[src/rtl/sq_motion_pkg.sv]
// Shared types and reset formulas for the square motion sequencer.
// Coordinates are 10-bit unsigned; step arithmetic uses one extra bit.
package sq_motion_pkg;

  localparam int COORD_W = 10;
  localparam int CALC_W  = COORD_W + 1;
  localparam int SIZE_W  = 8;

  // Every square starts moving down; X direction alternates by square index.
  localparam logic DIR_Y_RESET = 1'b1;

  typedef enum logic [1:0] {
    IDLE   = 2'd0,
    UPD_X  = 2'd1,
    UPD_Y  = 2'd2,
    COMMIT = 2'd3
  } state_t;

  function automatic logic [COORD_W-1:0] reset_pos(input int i, input int spacing);
    return COORD_W'(i * spacing);
  endfunction

  function automatic logic reset_dir_x(input int i);
    return ~i[0];
  endfunction

endpackage

[src/rtl/square_axis_step.sv]
// One axis of square motion: advance, bounce at the far edge, clamp at zero.
// Purely combinational; the sequencer shares one instance between X and Y.
module square_axis_step
  import sq_motion_pkg::*;
(
  input  logic [COORD_W-1:0] pos,
  input  logic               dir,
  input  logic [COORD_W-1:0] step,
  input  logic [COORD_W-1:0] limit,
  input  logic [SIZE_W-1:0]  size,
  output logic [COORD_W-1:0] next_pos,
  output logic               next_dir
);

  logic [CALC_W-1:0] lim;
  logic [CALC_W-1:0] sum;

  always_comb begin
    // A square larger than the screen collapses the travel range to zero.
    if (CALC_W'(size) > CALC_W'(limit)) begin
      lim = '0;
    end else begin
      lim = CALC_W'(limit) - CALC_W'(size);
    end
    sum      = CALC_W'(pos) + CALC_W'(step);
    next_pos = pos;
    next_dir = dir;
    if (dir) begin
      if (sum >= lim) begin
        next_pos = lim[COORD_W-1:0];
        next_dir = 1'b0;
      end else begin
        next_pos = sum[COORD_W-1:0];
      end
    end else begin
      if (pos <= step) begin
        next_pos = '0;
        next_dir = 1'b1;
      end else begin
        next_pos = pos - step;
      end
    end
  end

endmodule

[src/rtl/square_motion_sequencer.sv]
// Per-frame square motion update: sweeps X then Y for each square through one
// shared axis stepper, then publishes all positions to the renderer at once.
module square_motion_sequencer
  import sq_motion_pkg::*;
#(
  parameter int N_SQ      = 4,
  parameter int H_RES     = 640,
  parameter int V_RES     = 480,
  parameter int X_STEP    = 7,
  parameter int Y_STEP    = 6,
  parameter int X_SPACING = 120,
  parameter int Y_SPACING = 100
) (
  input  logic                    clk,
  input  logic                    rst_n,
  input  logic                    frame_tick,
  input  logic                    run,
  input  logic [SIZE_W-1:0]       size,
  output logic                    busy,
  output logic                    upd_done,
  output logic                    overrun,
  output logic [N_SQ*COORD_W-1:0] pos_x,
  output logic [N_SQ*COORD_W-1:0] pos_y
);

  localparam int IDX_W = $clog2(N_SQ);

  state_t              state_reg, state_next;
  logic [IDX_W-1:0]    idx_reg, idx_next;
  logic [SIZE_W-1:0]   size_q;

  logic [COORD_W-1:0]  work_x [N_SQ];
  logic [COORD_W-1:0]  work_y [N_SQ];
  logic [N_SQ-1:0]     dir_x;
  logic [N_SQ-1:0]     dir_y;
  logic [COORD_W-1:0]  pub_x  [N_SQ];
  logic [COORD_W-1:0]  pub_y  [N_SQ];

  logic                start, step_x, step_y, commit;
  logic [COORD_W-1:0]  axis_pos, axis_step, axis_limit, axis_next_pos;
  logic                axis_dir, axis_next_dir;

  always_ff @(posedge clk or negedge rst_n) begin
    if (!rst_n) begin
      state_reg <= IDLE;
      idx_reg   <= '0;
    end else begin
      state_reg <= state_next;
      idx_reg   <= idx_next;
    end
  end

  always_comb begin
    state_next = state_reg;
    idx_next   = idx_reg;
    start      = 1'b0;
    step_x     = 1'b0;
    step_y     = 1'b0;
    commit     = 1'b0;
    case (state_reg)
      IDLE: begin
        if (frame_tick && run) begin
          start      = 1'b1;
          idx_next   = '0;
          state_next = UPD_X;
        end
      end
      UPD_X: begin
        step_x     = 1'b1;
        state_next = UPD_Y;
      end
      UPD_Y: begin
        step_y = 1'b1;
        if (idx_reg == IDX_W'(N_SQ - 1)) begin
          state_next = COMMIT;
        end else begin
          idx_next   = idx_reg + 1'b1;
          state_next = UPD_X;
        end
      end
      COMMIT: begin
        commit     = 1'b1;
        state_next = IDLE;
      end
      default: state_next = IDLE;
    endcase
  end

  assign busy = (state_reg != IDLE);

  // Shared stepper: operands selected by which axis the FSM is on.
  always_comb begin
    if (step_y) begin
      axis_pos   = work_y[idx_reg];
      axis_dir   = dir_y[idx_reg];
      axis_step  = COORD_W'(Y_STEP) + COORD_W'(idx_reg);
      axis_limit = COORD_W'(V_RES);
    end else begin
      axis_pos   = work_x[idx_reg];
      axis_dir   = dir_x[idx_reg];
      axis_step  = COORD_W'(X_STEP) + COORD_W'(idx_reg);
      axis_limit = COORD_W'(H_RES);
    end
  end

  square_axis_step u_axis_step (
    .pos      (axis_pos),
    .dir      (axis_dir),
    .step     (axis_step),
    .limit    (axis_limit),
    .size     (size_q),
    .next_pos (axis_next_pos),
    .next_dir (axis_next_dir)
  );

  always_ff @(posedge clk or negedge rst_n) begin
    if (!rst_n) begin
      size_q   <= '0;
      upd_done <= 1'b0;
      overrun  <= 1'b0;
      for (int i = 0; i < N_SQ; i++) begin
        work_x[i] <= reset_pos(i, X_SPACING);
        work_y[i] <= reset_pos(i, Y_SPACING);
        pub_x[i]  <= reset_pos(i, X_SPACING);
        pub_y[i]  <= reset_pos(i, Y_SPACING);
        dir_x[i]  <= reset_dir_x(i);
        dir_y[i]  <= DIR_Y_RESET;
      end
    end else begin
      upd_done <= commit;
      // A tick landing mid-sweep is dropped but reported.
      overrun  <= frame_tick && busy;
      if (start) begin
        size_q <= size;
      end
      if (step_x) begin
        work_x[idx_reg] <= axis_next_pos;
        dir_x[idx_reg]  <= axis_next_dir;
      end
      if (step_y) begin
        work_y[idx_reg] <= axis_next_pos;
        dir_y[idx_reg]  <= axis_next_dir;
      end
      if (commit) begin
        for (int i = 0; i < N_SQ; i++) begin
          pub_x[i] <= work_x[i];
          pub_y[i] <= work_y[i];
        end
      end
    end
  end

  for (genvar gi = 0; gi < N_SQ; gi++) begin : g_pack
    assign pos_x[gi*COORD_W +: COORD_W] = pub_x[gi];
    assign pos_y[gi*COORD_W +: COORD_W] = pub_y[gi];
  end

endmodule
[config.mk]
export PLATFORM = sky130hd
export DESIGN_NAME = square_motion_sequencer
export DESIGN_NICKNAME = d
export VERILOG_FILES = /design/src/rtl/sq_motion_pkg.sv /design/src/rtl/square_axis_step.sv /design/src/rtl/square_motion_sequencer.sv
export SDC_FILE = /design/constraint.sdc
export NUM_CORES = 1
export LEC_CHECK = 0
export ABC_CLOCK_PERIOD_IN_PS = 7950
export CAP_MARGIN = 0
export CORE_UTILIZATION = 60
export CTS_CLUSTER_SIZE = 14
export DETAILED_ROUTE_END_ITERATION = 10
export PLACE_DENSITY_LB_ADDON = 0.1
export SYNTH_ARGS = -nofsm -noshare
export SYNTH_HDL_FRONTEND = slang
export SYNTH_SLANG_ARGS = --single-unit
[constraint.sdc]
create_clock -name clk -period 7.95 [get_ports clk]
set_input_delay 1.59 -clock clk [delete_from_list [all_inputs] [get_ports clk]]
set_output_delay 1.59 -clock clk [all_outputs]
set_load 0.005 [all_outputs]
==> impl_metrics.toml <==
[clock_tree]
cts.sinks = 182
cts-root-buf = "clkbuf_16"
clock_latency_ns = 0.45
post_cts_resized = 0
cts_max_level = 4
cts_tree = "done"
cts_buffers = 17
clockBufferDepth = 2
cts-hold-fix-buffers = 0
post-cts-setup-buffers = 0
clkTransAtPathRegs_ns = 0.07

[sta]
rsz0062_at_grt = "false"
period_share_pct = 82.44
period_minus_slack_ns = 6.554
skew_ns = 0.02046
hold_ws_ns = 0.4861
tightest_slew_ns = 1.095
slew_viol_final = 0
hold_viol = 0
fmax_ghz = 0.1526
tns_ns = 0
relSlewSlack_pct = 27.03
setup_viol = 0

[yosys]
yosysTopAreaCellShare_pct = 37.29
yosysMostFrequentCell = "dfrtp_1"
yosysUniqueCellTypes = 64
synth_warnings = 0
syn_inst = 759
synth_fp_nets = 797
synthesis.area_um2 = 8857
ys_top_cells_by_count = "132 x dfrtp_1, 91 x mux2_2, 81 x nor2_1"
synth.avg_cell_area_um2 = 11.67
synth_edf_count = 0
yosys.area.top_type = "dfrtp_1"
ys_seq_area_share_pct = 52.13
synth_ff_type = "dfrtp_1"
synthTopCellsByArea = "dfrtp_1 37%, dfstp_2 15%, mux2_2 12%"
synthArstFlopShare_pct = 100.0
synth_seq_cells = 182

[grt]
antenna_found_initial = 0
globalRouteTotalUtil_pct = 30.66
overflow = 0
grt_start_max_net_pins = 122
grt_pass1_vias = 6290
grt_pass1_wl_um = 34130

[finish]
multiInputGateArea_um2 = 3988
area_growth_pct = 18.24
antenna_cells = 0
num-fill-cells = 1006
finalNetCount = 874
fin_util_pct = 72.33
seq_area_um2 = 4618
drive_gt1_share_pct = 25.68

[floorplan]
die_y_um = 123.5
dieArea_um2 = 15250
ios = 95
start_util_pct = 61.17
core_um2 = 14480
die_w_um = 123.5
rows = 44

[critical_path]
worstPathMaxFanout = 21
critPathArrivalTime_ns = 6.84
worst_r2r_startpoint = "idx_reg[1]$_DFFE_PN0P_"
critPathLaunchType = "register"
crit_path_end_kind = "register"
worst-r2r-cell-count = 18
timing.rr.end = "work_x[32]$_DFFE_PN0P_"
crit_required_ns = 8.24
crit_type = "reg -> reg"
ff2ff_setup_slack_ns = 1.40

[drt]
wl_per_cell_um = 21.02
drt_iter0_drc = 411
detailroute.via_count = 6203
detail-route-antenna-nets = 0
first_pass_iters = 5
remaining_drc_errors = 0
avgViaCountPerCell = 6.005
finalWirelength_um = 21720

[placed_design]
hpwlAfterDp_um = 15050
gp_congestion = 0.9278
portBuffers = 94

[min_path]
hold_start = "work_y[8]$_DFFE_PN1P_"
whs_path_depth = 2
min_path_type = "reg -> reg"
min_to = "work_y[8]$_DFFE_PN1P_"

[run]
drv_cap = 0

[outcome]
status = "finished clean"
[metal layers]
metal | wire, um | vias up | GRT usage [%]
li1 | - | 2827 | -
met1 | 9359 | 3150 | 39.47
met2 | 10910 | 195 | 51.54
met3 | 956 | 31 | 5.028
met4 | 489 | 0 | 12.73
met5 | 0 | - | 0
[kinds of logic after synthesis]
group                    synth area share (%)
buffers and inverters                   2.938
flip-flops                              52.13
adder cells (fa/ha/maj)                 4.068
XOR/XNOR                                1.681
AO/OA/AOI/OAI                           11.09
AND/OR/NAND/NOR                         10.54
multiplexers                            17.56
[area by class of cell]
| type | instances | share of cell area (%) |
|---|---|---|
| multi-input cells | 517 | 38.08 |
| flip-flops and latches | 182 | 44.10 |
| clock buffers | 18 | 4.098 |
| well taps | 184 | 2.198 |
| repair buffers | 99 | 9.355 |
| clock inverters | 14 | 1.493 |
| inverters | 19 | 0.6810 |
[worst max path at each step]
stage / slack (ns) / startpoint / end
floorplan: 2.58 / idx_reg[0]$_DFFE_PN0P_ / work_x[18]$_DFFE_PN0P_
global placement: 1.76 / idx_reg[1]$_DFFE_PN0P_ / work_x[35]$_DFFE_PN0P_
detailed placement: 1.59 / idx_reg[1]$_DFFE_PN0P_ / work_x[33]$_DFFE_PN0P_
CTS: 1.54 / idx_reg[1]$_DFFE_PN0P_ / work_y[33]$_DFFE_PN0P_
global route: 0.97 / idx_reg[1]$_DFFE_PN0P_ / work_y[32]$_DFFE_PN0P_
finish: 1.40 / idx_reg[1]$_DFFE_PN0P_ / work_x[32]$_DFFE_PN0P_
[worst max-delay path, cell delays in order, from the launching register on]
cell and delay (ns):
dfrtp_1 1.07, inv_1 0.41, ha_1 0.40, a21oi_1 0.29, inv_1 0.14, fa_1 0.47
o21bai_1 0.15, a21oi_1 0.17, nor4_4 0.35, nor2_1 0.13, ha_1 0.34, and3_1 0.20
a221oi_1 0.26, o21ai_0 0.15, a221o_1 0.38, a21oi_4 0.58, nor3_1 0.12, nor3_2 0.62
a21oi_1 0.16
[per-stage QoR]
step                area [um^2]  setup WS [ns]  std cells
floorplan                  8857          2.576        759
CTS                       10470          1.538       1033
global route              10470         0.9680       1033
global placement           9887          1.761       1001
detailed placement         9887          1.591       1001
finish                    10470          1.396       1033
[placed cells by master, fill, tap and decap left out, types with 3 or more instances in the layout]
cell             instances
a21o_1                   5
o21bai_1                 3
o32ai_2                  3
inv_1                   17
nand2b_1                 5
xor2_1                   6
clkbuf_16               17
buf_4                    5
ha_1                    24
o21ai_1                 17
dfstp_2                 50
mux4_2                  15
xnor2_1                 11
and3_1                   5
nand2_1                 59
mux2_2                  91
nor2_1                  81
dfrtp_1                131
o21ai_0                 18
a311oi_4                 3
inv_6                    5
mux2i_1                 17
clkdlybuf4s50_1         93
nand3_1                  9
a21oi_1                 74
and2_1                  12
nor3_1                   5
nor2b_1                  4
or2_2                    3
clkinv_8                 4
Power is not shown: default switching activity piles up to over one toggle a cycle in this logic, so the estimate is an artifact.
